===== src/rtl/reg_wb_buffer.sv =====
// Write-back buffer in front of the register-file write port: queues writes, drains one per
// cycle and forwards pending data to decode. Optional macro WB_COALESCE_EN merges repeat writes.
module reg_wb_buffer #(
    parameter int unsigned DEPTH = 4,
    parameter int unsigned AW    = 5,
    parameter int unsigned DW    = 32
) (
    input  logic                      clk_Regs,
    input  logic                      rst_n,
    input  logic                      in_valid,
    output logic                      in_ready,
    input  logic [AW-1:0]             in_addr,
    input  logic [DW-1:0]             in_data,
    input  logic                      drain_stall,
    output logic                      Reg_Write,
    output logic [AW-1:0]             W_Addr,
    output logic [DW-1:0]             W_Data,
    input  logic [AW-1:0]             q_addr_A,
    input  logic [AW-1:0]             q_addr_B,
    output logic                      q_hit_A,
    output logic                      q_hit_B,
    output logic [DW-1:0]             q_data_A,
    output logic [DW-1:0]             q_data_B,
    output logic [$clog2(DEPTH):0]    count,
    output logic                      empty,
    output logic                      full
);

    localparam int unsigned PW = $clog2(DEPTH);
    localparam int unsigned CW = PW + 1;

    logic [PW-1:0]    rd_ptr_q, rd_ptr_d;
    logic [PW-1:0]    wr_ptr_q, wr_ptr_d;
    logic [CW-1:0]    count_q, count_d;
    logic [DEPTH-1:0] valid_q, valid_d;
    logic [AW-1:0]    addr_q [DEPTH];
    logic [AW-1:0]    addr_d [DEPTH];
    logic [DW-1:0]    data_q [DEPTH];
    logic [DW-1:0]    data_d [DEPTH];

    logic [PW-1:0]    youngest;
    logic [PW-1:0]    fwd_idx;
    logic             pop;
    logic             coalesce;
    logic             accept;
    logic             alloc;

    always_comb begin
        youngest  = wr_ptr_q - PW'(1);
        empty     = (count_q == '0);
        full      = (count_q == CW'(DEPTH));
        count     = count_q;
        Reg_Write = !empty && !drain_stall;
        pop       = Reg_Write;
        W_Addr    = empty ? '0 : addr_q[rd_ptr_q];
        W_Data    = empty ? '0 : data_q[rd_ptr_q];
`ifdef WB_COALESCE_EN
        // Merging into the head is unsafe once the register file is already sampling it.
        coalesce  = in_valid && (in_addr != '0) && !empty && valid_q[youngest] &&
                    (addr_q[youngest] == in_addr) && !((youngest == rd_ptr_q) && pop);
`else
        coalesce  = 1'b0;
`endif
        in_ready  = !full || coalesce;
        accept    = in_valid && in_ready;
        alloc     = accept && (in_addr != '0) && !coalesce;
    end

    always_comb begin
        rd_ptr_d = pop   ? rd_ptr_q + PW'(1) : rd_ptr_q;
        wr_ptr_d = alloc ? wr_ptr_q + PW'(1) : wr_ptr_q;
        count_d  = count_q + CW'(alloc) - CW'(pop);
        valid_d  = valid_q;
        addr_d   = addr_q;
        data_d   = data_q;
        if (pop) begin
            valid_d[rd_ptr_q] = 1'b0;
        end
        if (alloc) begin
            valid_d[wr_ptr_q] = 1'b1;
            addr_d[wr_ptr_q]  = in_addr;
            data_d[wr_ptr_q]  = in_data;
        end
        if (coalesce) begin
            data_d[youngest] = in_data;
        end
    end

    // Scan oldest to youngest so the last match, the youngest, wins.
    always_comb begin
        q_hit_A  = 1'b0;
        q_hit_B  = 1'b0;
        q_data_A = '0;
        q_data_B = '0;
        fwd_idx  = '0;
        for (int unsigned i = 0; i < DEPTH; i++) begin
            fwd_idx = rd_ptr_q + PW'(i);
            if (valid_q[fwd_idx] && (q_addr_A != '0) && (addr_q[fwd_idx] == q_addr_A)) begin
                q_hit_A  = 1'b1;
                q_data_A = data_q[fwd_idx];
            end
            if (valid_q[fwd_idx] && (q_addr_B != '0) && (addr_q[fwd_idx] == q_addr_B)) begin
                q_hit_B  = 1'b1;
                q_data_B = data_q[fwd_idx];
            end
        end
    end

    always_ff @(posedge clk_Regs or negedge rst_n) begin
        if (!rst_n) begin
            rd_ptr_q <= '0;
            wr_ptr_q <= '0;
            count_q  <= '0;
            valid_q  <= '0;
        end else begin
            rd_ptr_q <= rd_ptr_d;
            wr_ptr_q <= wr_ptr_d;
            count_q  <= count_d;
            valid_q  <= valid_d;
        end
    end

    // Entry payload needs no reset; every use is qualified by valid_q or count_q.
    always_ff @(posedge clk_Regs) begin
        addr_q <= addr_d;
        data_q <= data_d;
    end

endmodule

===== config.mk =====
export PLATFORM = sky130hd
export DESIGN_NAME = reg_wb_buffer
export DESIGN_NICKNAME = d
export VERILOG_FILES = /design/src/rtl/reg_wb_buffer.sv
export SDC_FILE = /design/constraint.sdc
export NUM_CORES = 1
export LEC_CHECK = 0
export ABC_CLOCK_PERIOD_IN_PS = 4000
export BUFFER_PORTS_ARGS = -buffer_cell sky130_fd_sc_hd__buf_2
export CAP_MARGIN = 20
export CELL_PAD_IN_SITES_DETAIL_PLACEMENT = 0
export CELL_PAD_IN_SITES_GLOBAL_PLACEMENT = 1
export CORE_ASPECT_RATIO = 2
export CORE_MARGIN = 10
export CORE_UTILIZATION = 28
export CTS_CLUSTER_DIAMETER = 40
export DETAILED_ROUTE_END_ITERATION = 8
export MAX_ROUTING_LAYER = met4
export PLACE_DENSITY_LB_ADDON = 0.1
export SLEW_MARGIN = 20
export SYNTH_ARGS = -nofsm -noshare
export SYNTH_HDL_FRONTEND = slang
export SYNTH_SLANG_ARGS = --single-unit

===== constraint.sdc =====
create_clock -name clk_Regs -period 4 [get_ports clk_Regs]
set_input_delay 0.2 -clock clk_Regs [delete_from_list [all_inputs] [get_ports clk_Regs]]
set_output_delay 0.2 -clock clk_Regs [all_outputs]
set_load 0.02 [all_outputs]

==> out/metrics.cfg <==
[placed_design]
gp_congestion=0.797
placed_cells=1562
hpwl_mm=30.1
port_buffers=160
placed_cell_area_sq_mm=0.0131

[sta]
worst_pin_slew_ns=0.824
clock.fmax_ghz=0.260
finalClockSkew_ns=0.0150
post-route-period-util_pct=96.1
fin_crit_ns=3.84
relSlewSlack_pct=45.1
setup-tns-final_ns=0
hold_viol_final=0
setup_viol=0
finalMaxSlewViolations=0
rsz0062_at_grt=yes

[worst_hold_path]
hp-class=in2reg

[synthesis]
synth_area_per_cell_sq_um=12.6
netlist.area_leader.share_pct=38.3
syn_area_sq_mm=0.0116
synth.distinct_cells=52
synth-edff-count=148
yosysWarnings=0
syn_inst=922
synth-async-reset-ratio_pct=6.92
syn_nets=984
synth_top_area_cell=edfxtp_1
ys_seq_elements=159
synth_area_leaders=edfxtp_1 38%, mux4_2 19%, mux2i_1 6.4%
yosysSeqAreaShare_pct=40.7
synthFlopType=edfxtp_1

[outcome]
status=finished clean

[run]
max_cap_violations=0

[critical_path]
critPathArrivalTime_ns=3.64
cp-start-kind=register
crit_type=reg2out
crit_path_end_kind=output pin
critPathMaxFanout=14
critical_path_required_ns=3.80

[grt]
grt_usage_pct=18.1
global_route.overflow_total=0
first_global_vias=9859
antenna_found_initial=2
grt_max_degree=79
grt_pass1_wl_mm=65.0

[clocking]
cts_buffers=17
h-tree-depth=4
clock_latency_ns=0.46
cts.clk_slew.worst_paths_ns=0.06
cts-root-buf=clkbuf_16
tritoncts=yes
clockBufferDepth=2
cts_sinks=159

[pwr]
p_per_area_mw_per_mm2=880
total_power_mw=12.4
worst_ir_drop_vdd_mv=0.507
leakagePower_nw=5.01

[detailed_routing]
vias_per_cell=5.45
final_antenna_net_count=0
drc=0
drtIter0Drc=497
first_pass_iters=5
finalWirelength_mm=43.8
dr_total_vias=8904
routedWlPerCell_um=26.8

[cells_and_area]
stdcell_area_sq_mm=0.0141
seq_area_sq_mm=0.00473
final_net_count=1147
drive_above_1_share_pct=38.3
final.fill_count=4185
final_cells=1635
multi_input_area_sq_mm=0.00649
area_growth_syn_to_layout_pct=21.3

[floorplanning]
num_rows=105
num_io_pins=161
die_y_um=308
die_x_um=164
die-area_sq_mm=0.0504
initial_utilization_pct=28.3
core-area_sq_mm=0.0410

-- cell usage after synthesis (2+ instances only) --
library cell / count
buf_2: 25
o2111a_1: 3
nor2_1: 57
a221oi_1: 4
mux2i_2: 3
or2_1: 3
a221oi_2: 20
a211oi_1: 27
buf_1: 5
a31oi_1: 11
and3_1: 4
nand2_1: 63
o221ai_1: 18
nor2b_1: 30
buf_4: 10
edfxtp_1: 148
inv_1: 13
ha_1: 10
o2111ai_1: 2
o211ai_2: 8
clkbuf_1: 47
o211ai_1: 2
mux4_2: 96
mux2_2: 24
nor3_1: 13
and2_1: 7
nand3_1: 13
or3_1: 4
xnor2_1: 46
nor3b_1: 9
a21o_1: 4
nand4_1: 24
mux2i_1: 74
dfrtp_1: 11
o221ai_2: 2
buf_6: 7
mux4_1: 3
a21oi_1: 23
o31ai_1: 11
o21ai_0: 26
-- path summary, 6_finish.rpt --
path | from | slack [ns] | end | depth (start not counted)
max | rd_ptr_q[0]$_DFFE_PN0N_ | 0.16 | q_data_B[12] | 10
min | in_data[7] | 0.02 | data_q[103]$_DFFE_PP_ | 1
max reg2reg | count[0]$_DFF_PN0_ | 1.59 | count[2]$_DFF_PN0_ | 10
min reg2reg | valid_q[1]$_DFF_PN0_ | 0.55 | valid_q[1]$_DFF_PN0_ | 1
max in group asynchronous | rst_n | 3.57 | rd_ptr_q[0]$_DFFE_PN0N_ | 2
min in group asynchronous | rst_n | 0.16 | count[2]$_DFF_PN0_ | 2
-- area by class of cell --
cell class / count / share of cell area [%]
Multi-Input combinational cell: 656 / 46.2
Sequential cell: 159 / 33.6
Timing Repair Buffer: 238 / 11.0
Tap cell: 535 / 4.76
Clock buffer: 19 / 3.08
Clock inverter: 13 / 0.988
Inverter: 13 / 0.347
Antenna cell: 2 / 0.0356
-- cell usage in the layout, fill, tap and decap left out, types with 17 or more instances in the layout --
cell and count:
a211oi_1 27, a21oi_1 22, a221oi_2 21, buf_2 160, buf_4 35, clkbuf_16 17
dlygate4sd3_1 34, edfxtp_1 148, mux2_2 24, mux2i_1 74, mux4_2 96, nand2_1 63
nand4_1 24, nor2_1 54, nor2b_1 30, o21ai_0 26, o221ai_1 18, xnor2_1 45
-- state kept, by name (all words and copies together) (netlist names) --
| register | cells |
|---|---|
| addr_q | 20 |
| count | 3 |
| data_q | 128 |
| rd_ptr_q | 2 |
| valid_q | 4 |
| wr_ptr_q | 2 |
-- critical path, cell delays in order, from the launching register on --
cell and delay (ns):
dfrtp_4 0.48, inv_1 0.16, ha_4 0.27, mux4_2 0.58, xnor2_1 0.24, nand4_1 0.23
nor2_2 0.22, buf_4 0.29, a211oi_1 0.13, a221oi_2 0.33, buf_2 0.23
-- through the flow --
step,setup slack (ns),util (%),hold slack (ns)
floorplan,0.0132,-,-0.0956
global placement,0.232,31.9,0.109
detailed placement,0.206,31.9,0.111
CTS,-0.000633,34.2,0.00151
global route,-0.00734,34.3,0.00922
finish,0.156,34.3,0.0156
-- kinds of logic after synthesis --
logic type                 count (synthesis)  synth area share, %
and+or+nand+nor                          235                 10.0
AOI/OAI and AO/OA                        163                 11.5
muxes                                    200                 28.4
DFF                                      159                 40.7
adders and majority gates                 11                 1.25
xor gates and xnor gates                  47                 3.55
buffers and inverters                    107                 4.51
-- what timing repair did --
action                                  in CTS  in global routing
endpoints found under the setup margin      57                 27
hold buffers                                34                  0
endpoints found under the hold margin      137                  0
setup buffers                                1                  4
gates resized for setup                      5                  5
pin swaps                                    1                  2
-- power breakdown --
group	total, mW	switching (mW)	internal, mW
combinational	8.29	4.90	3.39
sequential	2.46	0.236	2.23
clock	1.62	0.706	0.918
-- layer usage --
| metal | global-route usage (%) | vias up | wire length (um) | share of wire (%) |
|---|---|---|---|---|
| met1 | 18.6 | 4573 | 16100 | 37 |
| li1 | - | 4014 | - | - |
| met3 | 2.26 | 63 | 1580 | 3.6 |
| met2 | 33.8 | 254 | 24900 | 57 |
| met4 | 6.66 | 0 | 1170 | 2.7 |
| met5 | - | - | 0 | 0 |
No activity file was read; power rests on OpenSTA's default activity.
